**src/rtl/fifo_sync_if.sv**
```systemverilog
// fifo_sync_if
// Groups the data/handshake/status signals of fifo_sync into one bundle.
// The clock and reset are kept outside the bundle as plain module ports.
//   i_wr_data, i_wr_en   : write side, driven by the producer
//   i_rd_en              : read (pop) request, driven by the consumer
//   o_rd_data, o_rd_valid: read side, driven by the FIFO
//   o_full, o_empty, o_almost_full, o_almost_empty, o_level : occupancy status
//   o_overflow, o_underflow : one-cycle pulses for rejected requests
// The master modport is the user of the FIFO, the slave modport is the FIFO.
interface fifo_sync_if #(
  parameter int DATASIZE = 8,
  parameter int ADDRSIZE = 4
);
  logic [DATASIZE-1:0] i_wr_data;
  logic                i_wr_en;
  logic                i_rd_en;
  logic [DATASIZE-1:0] o_rd_data;
  logic                o_rd_valid;
  logic                o_full;
  logic                o_empty;
  logic                o_almost_full;
  logic                o_almost_empty;
  logic [ADDRSIZE:0]   o_level;
  logic                o_overflow;
  logic                o_underflow;

  modport master (
    output i_wr_data, i_wr_en, i_rd_en,
    input  o_rd_data, o_rd_valid, o_full, o_empty, o_almost_full,
           o_almost_empty, o_level, o_overflow, o_underflow
  );

  modport slave (
    input  i_wr_data, i_wr_en, i_rd_en,
    output o_rd_data, o_rd_valid, o_full, o_empty, o_almost_full,
           o_almost_empty, o_level, o_overflow, o_underflow
  );
endinterface

```
**src/rtl/fifo_sync.sv**
```systemverilog
// fifo_sync
// Single-clock synchronous FIFO with exact occupancy count, programmable
// almost-full/almost-empty thresholds, overflow/underflow error pulses and a
// selectable first-word-fall-through read mode.
// Ports:
//   i_clk : clock, all logic on the rising edge
//   i_rst : synchronous active-high reset, dominates all requests
//   bus   : fifo_sync_if slave modport carrying the write/read handshake,
//           read data and status flags
module fifo_sync #(
  parameter int DATASIZE  = 8,
  parameter int ADDRSIZE  = 4,
  parameter int MEM_DEPTH = 16,
  parameter int FWFT      = 0,
  parameter int AF_THRESH = 12,
  parameter int AE_THRESH = 4
) (
  input logic        i_clk,
  input logic        i_rst,
  fifo_sync_if.slave bus
);

  localparam logic [ADDRSIZE:0]   DEPTH_L = (ADDRSIZE+1)'(MEM_DEPTH);
  localparam logic [ADDRSIZE:0]   AF_L    = (ADDRSIZE+1)'(AF_THRESH);
  localparam logic [ADDRSIZE:0]   AE_L    = (ADDRSIZE+1)'(AE_THRESH);
  localparam logic [ADDRSIZE:0]   LVL_ONE = (ADDRSIZE+1)'(1);
  localparam logic [ADDRSIZE-1:0] PTR_ONE = ADDRSIZE'(1);

  logic [DATASIZE-1:0] mem [MEM_DEPTH];

  logic [ADDRSIZE-1:0] wrAddr_q, wrAddr_d;
  logic [ADDRSIZE-1:0] rdAddr_q, rdAddr_d;
  logic [ADDRSIZE:0]   level_q, level_d;
  logic [DATASIZE-1:0] rdData_q, rdData_d;
  logic                rdValid_q, rdValid_d;
  logic                overflow_q, overflow_d;
  logic                underflow_q, underflow_d;

  logic                full, empty;
  logic                wrAccept, rdAccept;
  logic [DATASIZE-1:0] fwftData;

  // Every flag is a decode of the level register, so flags move on the same
  // edge as the level with no lag or pessimism.
  assign full  = (level_q == DEPTH_L);
  assign empty = (level_q == '0);

  // A full FIFO still accepts a read (the write is the one rejected), and an
  // empty FIFO still accepts a write; there is no bypass path in either case.
  assign wrAccept = bus.i_wr_en && !full;
  assign rdAccept = bus.i_rd_en && !empty;

  // Next-state computation for pointers, level, the registered read port and
  // the error pulses. Pointers wrap naturally at MEM_DEPTH = 2**ADDRSIZE.
  always_comb begin
    wrAddr_d    = wrAddr_q;
    rdAddr_d    = rdAddr_q;
    level_d     = level_q;
    rdData_d    = rdData_q;
    rdValid_d   = 1'b0;
    overflow_d  = bus.i_wr_en && full;
    underflow_d = bus.i_rd_en && empty;

    if (wrAccept) begin
      wrAddr_d = wrAddr_q + PTR_ONE;
    end
    if (rdAccept) begin
      rdAddr_d  = rdAddr_q + PTR_ONE;
      rdData_d  = mem[rdAddr_q];
      rdValid_d = 1'b1;
    end

    case ({wrAccept, rdAccept})
      2'b10:   level_d = level_q + LVL_ONE;
      2'b01:   level_d = level_q - LVL_ONE;
      default: level_d = level_q;
    endcase
  end

  // Control state register. Reset clears pointers and level, which throws
  // away anything stored, and suppresses any error pulse for requests that
  // arrive in the reset cycle.
  always_ff @(posedge i_clk) begin
    if (i_rst) begin
      wrAddr_q    <= '0;
      rdAddr_q    <= '0;
      level_q     <= '0;
      rdData_q    <= '0;
      rdValid_q   <= 1'b0;
      overflow_q  <= 1'b0;
      underflow_q <= 1'b0;
    end else begin
      wrAddr_q    <= wrAddr_d;
      rdAddr_q    <= rdAddr_d;
      level_q     <= level_d;
      rdData_q    <= rdData_d;
      rdValid_q   <= rdValid_d;
      overflow_q  <= overflow_d;
      underflow_q <= underflow_d;
    end
  end

  // Storage array has no reset; only accepted writes touch it, and never
  // while reset is held.
  always_ff @(posedge i_clk) begin
    if (!i_rst && wrAccept) begin
      mem[wrAddr_q] <= bus.i_wr_data;
    end
  end

  // In fall-through mode the head word is shown directly; it is forced to
  // zero while empty so the output is clean after reset even though the
  // array itself holds stale contents.
  assign fwftData = empty ? '0 : mem[rdAddr_q];

  assign bus.o_rd_data      = (FWFT != 0) ? fwftData : rdData_q;
  assign bus.o_rd_valid     = (FWFT != 0) ? !empty   : rdValid_q;
  assign bus.o_full         = full;
  assign bus.o_empty        = empty;
  assign bus.o_almost_full  = (level_q >= AF_L);
  assign bus.o_almost_empty = (level_q <= AE_L);
  assign bus.o_level        = level_q;
  assign bus.o_overflow     = overflow_q;
  assign bus.o_underflow    = underflow_q;

endmodule
```
**src/flat_wrapper.sv**
```systemverilog
// flat-port wrapper written by rule: the top's interface ports become plain ports
module fifo_sync_flat 
#(
  parameter int DATASIZE  = 8,
  parameter int ADDRSIZE  = 4,
  parameter int MEM_DEPTH = 16,
  parameter int FWFT      = 0,
  parameter int AF_THRESH = 12,
  parameter int AE_THRESH = 4
)
  (i_clk, i_rst, bus_i_wr_data, bus_i_wr_en, bus_i_rd_en, bus_o_rd_data, bus_o_rd_valid, bus_o_full, bus_o_empty, bus_o_almost_full, bus_o_almost_empty, bus_o_level, bus_o_overflow, bus_o_underflow);
  fifo_sync_if #(.DATASIZE(DATASIZE), .ADDRSIZE(ADDRSIZE)) bus_i ();
  input logic i_clk;
  input logic i_rst;
  input wire logic [$bits(bus_i.i_wr_data)-1:0] bus_i_wr_data;
  input wire logic [$bits(bus_i.i_wr_en)-1:0] bus_i_wr_en;
  input wire logic [$bits(bus_i.i_rd_en)-1:0] bus_i_rd_en;
  output wire logic [$bits(bus_i.o_rd_data)-1:0] bus_o_rd_data;
  output wire logic [$bits(bus_i.o_rd_valid)-1:0] bus_o_rd_valid;
  output wire logic [$bits(bus_i.o_full)-1:0] bus_o_full;
  output wire logic [$bits(bus_i.o_empty)-1:0] bus_o_empty;
  output wire logic [$bits(bus_i.o_almost_full)-1:0] bus_o_almost_full;
  output wire logic [$bits(bus_i.o_almost_empty)-1:0] bus_o_almost_empty;
  output wire logic [$bits(bus_i.o_level)-1:0] bus_o_level;
  output wire logic [$bits(bus_i.o_overflow)-1:0] bus_o_overflow;
  output wire logic [$bits(bus_i.o_underflow)-1:0] bus_o_underflow;
  assign bus_i.i_wr_data = bus_i_wr_data;
  assign bus_i.i_wr_en = bus_i_wr_en;
  assign bus_i.i_rd_en = bus_i_rd_en;
  assign bus_o_rd_data = bus_i.o_rd_data;
  assign bus_o_rd_valid = bus_i.o_rd_valid;
  assign bus_o_full = bus_i.o_full;
  assign bus_o_empty = bus_i.o_empty;
  assign bus_o_almost_full = bus_i.o_almost_full;
  assign bus_o_almost_empty = bus_i.o_almost_empty;
  assign bus_o_level = bus_i.o_level;
  assign bus_o_overflow = bus_i.o_overflow;
  assign bus_o_underflow = bus_i.o_underflow;
  fifo_sync #(.DATASIZE(DATASIZE), .ADDRSIZE(ADDRSIZE), .MEM_DEPTH(MEM_DEPTH), .FWFT(FWFT), .AF_THRESH(AF_THRESH), .AE_THRESH(AE_THRESH)) u_core (.i_clk(i_clk), .i_rst(i_rst), .bus(bus_i));
endmodule
```
**config.mk**
```make
export PLATFORM = sky130hd
export DESIGN_NAME = fifo_sync_flat
export DESIGN_NICKNAME = d
export VERILOG_FILES = /design/src/rtl/fifo_sync_if.sv /design/src/rtl/fifo_sync.sv /design/src/flat_wrapper.sv
export SDC_FILE = /design/constraint.sdc
export NUM_CORES = 1
export LEC_CHECK = 0
export BUFFER_PORTS_ARGS = -buffer_cell sky130_fd_sc_hd__buf_2
export CELL_PAD_IN_SITES_DETAIL_PLACEMENT = 0
export CELL_PAD_IN_SITES_GLOBAL_PLACEMENT = 1
export CORE_MARGIN = 5
export CORE_UTILIZATION = 52
export CTS_BUF_LIST = sky130_fd_sc_hd__clkbuf_16
export DETAILED_ROUTE_END_ITERATION = 7
export PLACE_DENSITY_LB_ADDON = 0.1
export SLEW_MARGIN = 10
export SYNTH_ARGS = -nofsm -noshare
export SYNTH_HDL_FRONTEND = slang
export SYNTH_SLANG_ARGS = --single-unit
```
**constraint.sdc**
```tcl
create_clock -name i_clk -period 3.4 [get_ports i_clk]
set_input_delay 0.17 -clock i_clk [delete_from_list [all_inputs] [get_ports i_clk]]
set_output_delay 0.17 -clock i_clk [all_outputs]
set_load 0.05 [all_outputs]
```
==> results.tsv, run 1 <==
stage	metric	value	unit
run_status	outcome	finished, final reports clean	
placed_design	placed cell area	6563	um^2
sta	Tmin final	3213	ps
routing	final wirelength	12300	um
sta	Hold Fails Final Rpt	0	
floorplan	Core Footprint	11520	um^2
sta	slew at the pin closest to its max-slew limit	808.1	ps
setup_path	WS Path Type	flop to flop	
hold_path	Hold WC Path Type	input pin to flop	
final_layout	register area	4325	um^2
hold_path	Hold Path Stages	3	
synthesis	Seq cells post-synth	152	
pwr	Leakage	0.002463	uW
setup_path	nature of the critical path endpoint	flop	
placed_design	HPWL Detailed	7754	um
floorplan	die area	14130	um^2
setup_path	R2R cell count	7	
pwr	power consumption	5392	uW
sta	setup TNS	0	ps
setup_path	Req. time, crit path	3710	ps
synthesis	Mapped Cells	349	
routing	Avg WL per Cell	22.12	um
synthesis	sequential share of the synthesized area	70.14	%
placed_design	GPL Wtd Cong	0.7110	
sta	Worst Skew	7.975	ps
synthesis	Yosys top cell area share	62.35	%
setup_path	Max stage delay on crit path	570	ps
cts	H-tree depth	4	
sta	unrepaired setup endpoints after global routing	false	
routing	initial drt markers	323	
synthesis	Avg Inst Size Synth	17.66	um^2
synthesis	EDFF count, synth	128	
synthesis	area of the mapped netlist	6165	um^2
setup_path	crit path max fanout	11	
placed_design	PortBufs	31	
sta	Fin Hold WS	114.8	ps
synthesis	Synth async-reset ratio	0	%
cts	CTS clk-pin slew, worst paths	60	ps
synthesis	YS warnings	0	
final_layout	Multi-input gate area	1715	um^2
final_layout	Layout Nets	420	
cts	CTS root buf	clkbuf_16	
routing	Vias/cell	5.836	
sta	Max Slew Vio Count	0	
final_layout	ratio of cells with drive above 1 in the final layout	30.51	%
sta	Max Fclk	311.3	MHz
floorplan	die height	118.9	um
synthesis	Synth Net Count	369	
cts	CTS tree	built	
setup_path	Setup crit start kind	flop	
routing	Post-DRT Antenna Nets	0	
floorplan	initial core utilization	53.53	%
floorplan	# IOs	32	
cts	clk_lat worst skew	420	ps
global_routing	initial antenna violation count	0	
setup_path	most used cell, CP	ha_1	
synthesis	post-synth top area cell	edfxtp_1	
floorplan	Rows	39	
final_layout	commonest non-fill, non-tap cells in the layout	edfxtp_1 (128), mux4_2 (32), buf_2 (31)	
final_layout	fillers	865	
sta	final setup violation count	0	
setup_path	worst path cell trace	or3_1 -> o21ai_2 -> ha_1 -> ha_1 -> a31o_2 -> a221oi_1 -> mux2_2	
global_routing	first-pass GRT wire length	19350	um
setup_path	delay-heaviest family, CP	compound AO/OA/AOI/OAI gates	
sta	Max-slew headroom	46.12	%
final_layout	most common cell after layout, fill and taps aside	edfxtp_1	
cts	clock tree sinks	152	
cts	Setup Buffers After CTS	0	
final_layout	n_diodes	0	
final_layout	area grow syn2layout	16.24	%
global_routing	GRT Util Overall	18.83	%
routing	Post-route DRC	0	
global_routing	Congestion Overflow GR	0	
cts	clock buffer depth	2	
setup_path	worst path arrival time	3520	ps
setup_path	CP max stage cell	or3_1	
routing	via count	3245	
cts	CTS Buf Count	17	
setup_path	CP Depth	7	
final_layout	Final Instance Area	7166	um^2
global_routing	largest net degree at the start of global routing	35	
global_routing	vias in the first global route	3339	
routing	Initial DRT Pass Iterations	4	
cts	Post-CTS Resized	0	
cts	hold_buf cts	0	
sta	period utilisation layout	94.49	%
setup_path	WP buf/inv	0	
final_layout	Final Util	62.22	%
pwr	P per Cell Area	752.5	nW/um^2
synthesis	synth top area cells	edfxtp_1 (62%), mux4_2 (12%), dfxtp_1 (7.8%)	
synthesis	ys flop type	edfxtp_1	
flow_run	max-cap violation count	0	
pwr	Max VDD drop	0.6137	mV
floorplan	Horiz. Die Dim	118.9	um
synthesis	count of cell types in the netlist	43	
metal layers:
metal  track usage (%)  wire length [um]
met1             25.99              5229
met2             29.59              6137
met3             4.834               776
met4             6.300               157
met5                 0                 0
synth_stat cells, types with 5 or more instances:
master,number
o221ai_1,8
nand3b_1,8
mux4_2,32
buf_2,7
clkbuf_1,11
mux2i_1,18
nand2_1,9
nor2_1,26
dfxtp_1,24
ha_1,8
nor3_1,8
edfxtp_1,128
or3_1,5
per-stage QoR:
step | instances | worst slack, ps
6_report | 556 | 187.3
5_1_grt | 556 | 22.96
4_1_cts | 556 | 218.0
3_5_place_dp | 524 | 224.2
3_3_place_gp | 524 | 327.1
2_1_floorplan | 349 | 256.9
worst paths after layout:
| kind | startpoint | endpoint | slack [ps] |
|---|---|---|---|
| worst max-delay path | u_core.bus.o_level[1] | u_core.bus.o_level[4] | 190 |
| worst min-delay path | bus_i_rd_en | u_core.bus.o_rd_valid | 110 |
| worst max register to register | u_core.bus.o_level[1] | u_core.bus.o_level[4] | 190 |
| worst min register to register | u_core.bus.o_rd_data[5] | u_core.bus.o_rd_data[5] | 500 |
state kept, by name, indices dropped and copies added, names as in the netlist:
signal	cells
u_core.rdAddr_q	4
u_core.bus.o_underflow	1
u_core.mem	128
u_core.bus.o_level	5
u_core.bus.o_overflow	1
u_core.bus.o_rd_data	8
u_core.wrAddr_q	4
u_core.bus.o_rd_valid	1
layout make-up:
type / instances / share of cell area, %
Sequential cell: 152 / 60.36
Multi-Input combinational cell: 171 / 23.94
Clock buffer: 17 / 5.937
Timing Repair Buffer: 54 / 4.575
Tap cell: 143 / 2.497
Clock inverter: 15 / 2.479
Inverter: 4 / 0.2095
power breakdown:
part	internal (uW)	total, uW	leakage (uW)	switching (uW)
Sequential	2130	2250	0.00135	129
Clock	1150	1890	0.000293	732
Combinational	427	1250	0.000820	825
worst min-delay path: stages:
cell,delay [ps]
buf_2,150
nand2b_1,120
nor2_1,50
cells by family (layout without fill, tap and decap cells):
family | after synthesis | after routing | share of synthesized area [%]
flip-flops | 152 | 152 | 70.14
buffers and inverters | 26 | 90 | 2.029
adder cells (fa/ha/maj) | 8 | 8 | 1.624
AND/OR/NAND/NOR | 75 | 75 | 6.535
XOR/XNOR | 7 | 7 | 0.9945
multiplexers | 52 | 52 | 14.98
AO/OA/AOI/OAI | 29 | 29 | 3.694
Note: power is estimated with default switching activity, not from simulation.
==> run 2, diff against run 1 <==
clock period = 3.1 ns   (was 3.4 ns; I/O delays follow)
==> results.tsv, run 2 (synthesized netlist as in run 1, its figures left out) <==
stage	metric	value	unit
run_status	outcome	finished, final reports clean	
cts	CTS Buf Count	17	
setup_path	worst path arrival time	3180	ps
global_routing	Congestion Overflow GR	0	
flow_run	max-cap violation count	0	
routing	via count	3192	
setup_path	worst path cell trace	or3_1 -> o21ai_4 -> inv_1 -> ha_1 -> buf_4 -> xor2_1 -> ha_1 -> nand2_1 -> a31oi_1 -> a221oi_1 -> mux2_2	
final_layout	Layout Nets	425	
placed_design	placed cell area	6601	um^2
placed_design	PortBufs	31	
floorplan	die area	14130	um^2
floorplan	# IOs	32	
hold_path	hold_sp	bus_i_rd_en	
routing	Post-route DRC	0	
sta	slew at the pin closest to its max-slew limit	867.3	ps
floorplan	Rows	39	
cts	CTS tree	built	
final_layout	Final Util	62.21	%
global_routing	initial antenna violation count	0	
floorplan	initial core utilization	53.53	%
cts	CTS root buf	clkbuf_16	
final_layout	area grow syn2layout	16.22	%
sta	Hold Fails Final Rpt	0	
cts	CTS clk-pin slew, worst paths	60	ps
setup_path	CP max stage cell	or3_1	
pwr	Leakage	0.002456	uW
setup_path	launch point of the worst path	u_core.bus.o_level[0]	
routing	Initial DRT Pass Iterations	5	
cts	clock buffer depth	2	
pwr	Max VDD drop	0.4312	mV
sta	Worst Skew	8.824	ps
cts	clk_lat worst skew	420	ps
hold_path	Hold WC Path Type	input pin to flop	
final_layout	Final Instance Area	7164	um^2
sta	setup TNS	0	ps
cts	Post-CTS Resized	0	
routing	initial drt markers	257	
setup_path	R2R cell count	11	
cts	Setup Buffers After CTS	0	
setup_path	RR Startpoint	u_core.bus.o_level[0]	
sta	period utilisation layout	92.70	%
floorplan	Core Footprint	11520	um^2
setup_path	nature of the critical path endpoint	flop	
routing	Post-DRT Antenna Nets	0	
routing	Avg WL per Cell	21.84	um
routing	final wirelength	12250	um
routing	Vias/cell	5.690	
placed_design	GPL Wtd Cong	0.7189	
global_routing	first-pass GRT wire length	19220	um
final_layout	ratio of cells with drive above 1 in the final layout	30.14	%
sta	Max Slew Vio Count	0	
sta	final setup violation count	0	
setup_path	WS Path Type	flop to flop	
setup_path	Req. time, crit path	3410	ps
sta	Max-slew headroom	42.10	%
final_layout	n_diodes	0	
setup_path	most used cell, CP	ha_1	
global_routing	vias in the first global route	3345	
setup_path	Setup crit start kind	flop	
cts	H-tree depth	4	
final_layout	most common cell after layout, fill and taps aside	edfxtp_1	
floorplan	Horiz. Die Dim	118.9	um
floorplan	die height	118.9	um
placed_design	HPWL Detailed	7736	um
global_routing	largest net degree at the start of global routing	35	
sta	unrepaired setup endpoints after global routing	false	
global_routing	GRT Util Overall	18.50	%
sta	Tmin final	2874	ps
final_layout	Largest Register	u_core.mem	
final_layout	fillers	842	
setup_path	Max stage delay on crit path	520	ps
setup_path	crit path max fanout	8	
final_layout	Finished Layout Cells	561	
placed_design	placed cell count	529	
pwr	P per Cell Area	810.3	nW/um^2
hold_path	Hold Path Stages	3	
cts	hold_buf cts	0	
cts	clock tree sinks	152	
sta	Max Fclk	348.0	MHz
final_layout	commonest non-fill, non-tap cells in the layout	edfxtp_1 (128), mux4_2 (32), buf_2 (31)	
final_layout	max FFs per register	128	
-- run 2: cell count changes in the layout (fill, tap and decap cells not counted), sizes merged --
cell and delta:
buf +5, inv +1, clkinv -3, clkinvlp +3
bufinv -1
-- run 2: area by class of cell --
class                      count  area [um^2]  area share, %
sequential                   152         4327          60.39
tap                          143        178.9          2.497
timing repair buffer          59        365.4          5.100
multi-input combinational    171         1715          23.94
clock buffer                  17        425.4          5.938
clock inverter                15        137.6          1.921
inverter                       4        15.01         0.2096
-- run 2: worst max-delay path, delay by kind of cell (launching register included) --
| family | cells | cell delay (ps) |
|---|---|---|
| multiplexers | 1 | 360 |
| flip-flops | 1 | 310 |
| AND/OR/NAND/NOR | 2 | 600 |
| XOR/XNOR | 1 | 140 |
| AO/OA/AOI/OAI | 3 | 550 |
| adder cells (fa/ha/maj) | 2 | 500 |
| buffers and inverters | 2 | 300 |
-- run 2: metrics by stage --
step / total power (uW) / hold slack [ps] / setup WS [ps]
global route: 6057 / 74.65 / 22.52
floorplan: 3559 / 253.9 / 33.78
finish: 5805 / 76.64 / 226.2
CTS: 5846 / 65.18 / 205.3
detailed placement: 3912 / 498.5 / 217.0
global placement: 3902 / 476.9 / 252.3
-- run 2: where the power goes --
| group | switching (uW) | total [uW] | internal [uW] |
|---|---|---|---|
| Clock | 777 | 1950 | 1170 |
| Sequential | 126 | 2460 | 2330 |
| Combinational | 915 | 1400 | 487 |
-- run 2: path summary, 6_finish.rpt --
check	end	slack, ps
max reg2reg	u_core.bus.o_level[4]	230
max	u_core.bus.o_level[4]	230
min	u_core.bus.o_rd_valid	80
min reg2reg	u_core.bus.o_rd_data[5]	520
-- run 2: per-layer routing --
layer	wire [um]	track usage [%]
met5	0	0
met3	595	3.981
met4	99	6.300
met1	5451	25.16
met2	6106	30.02
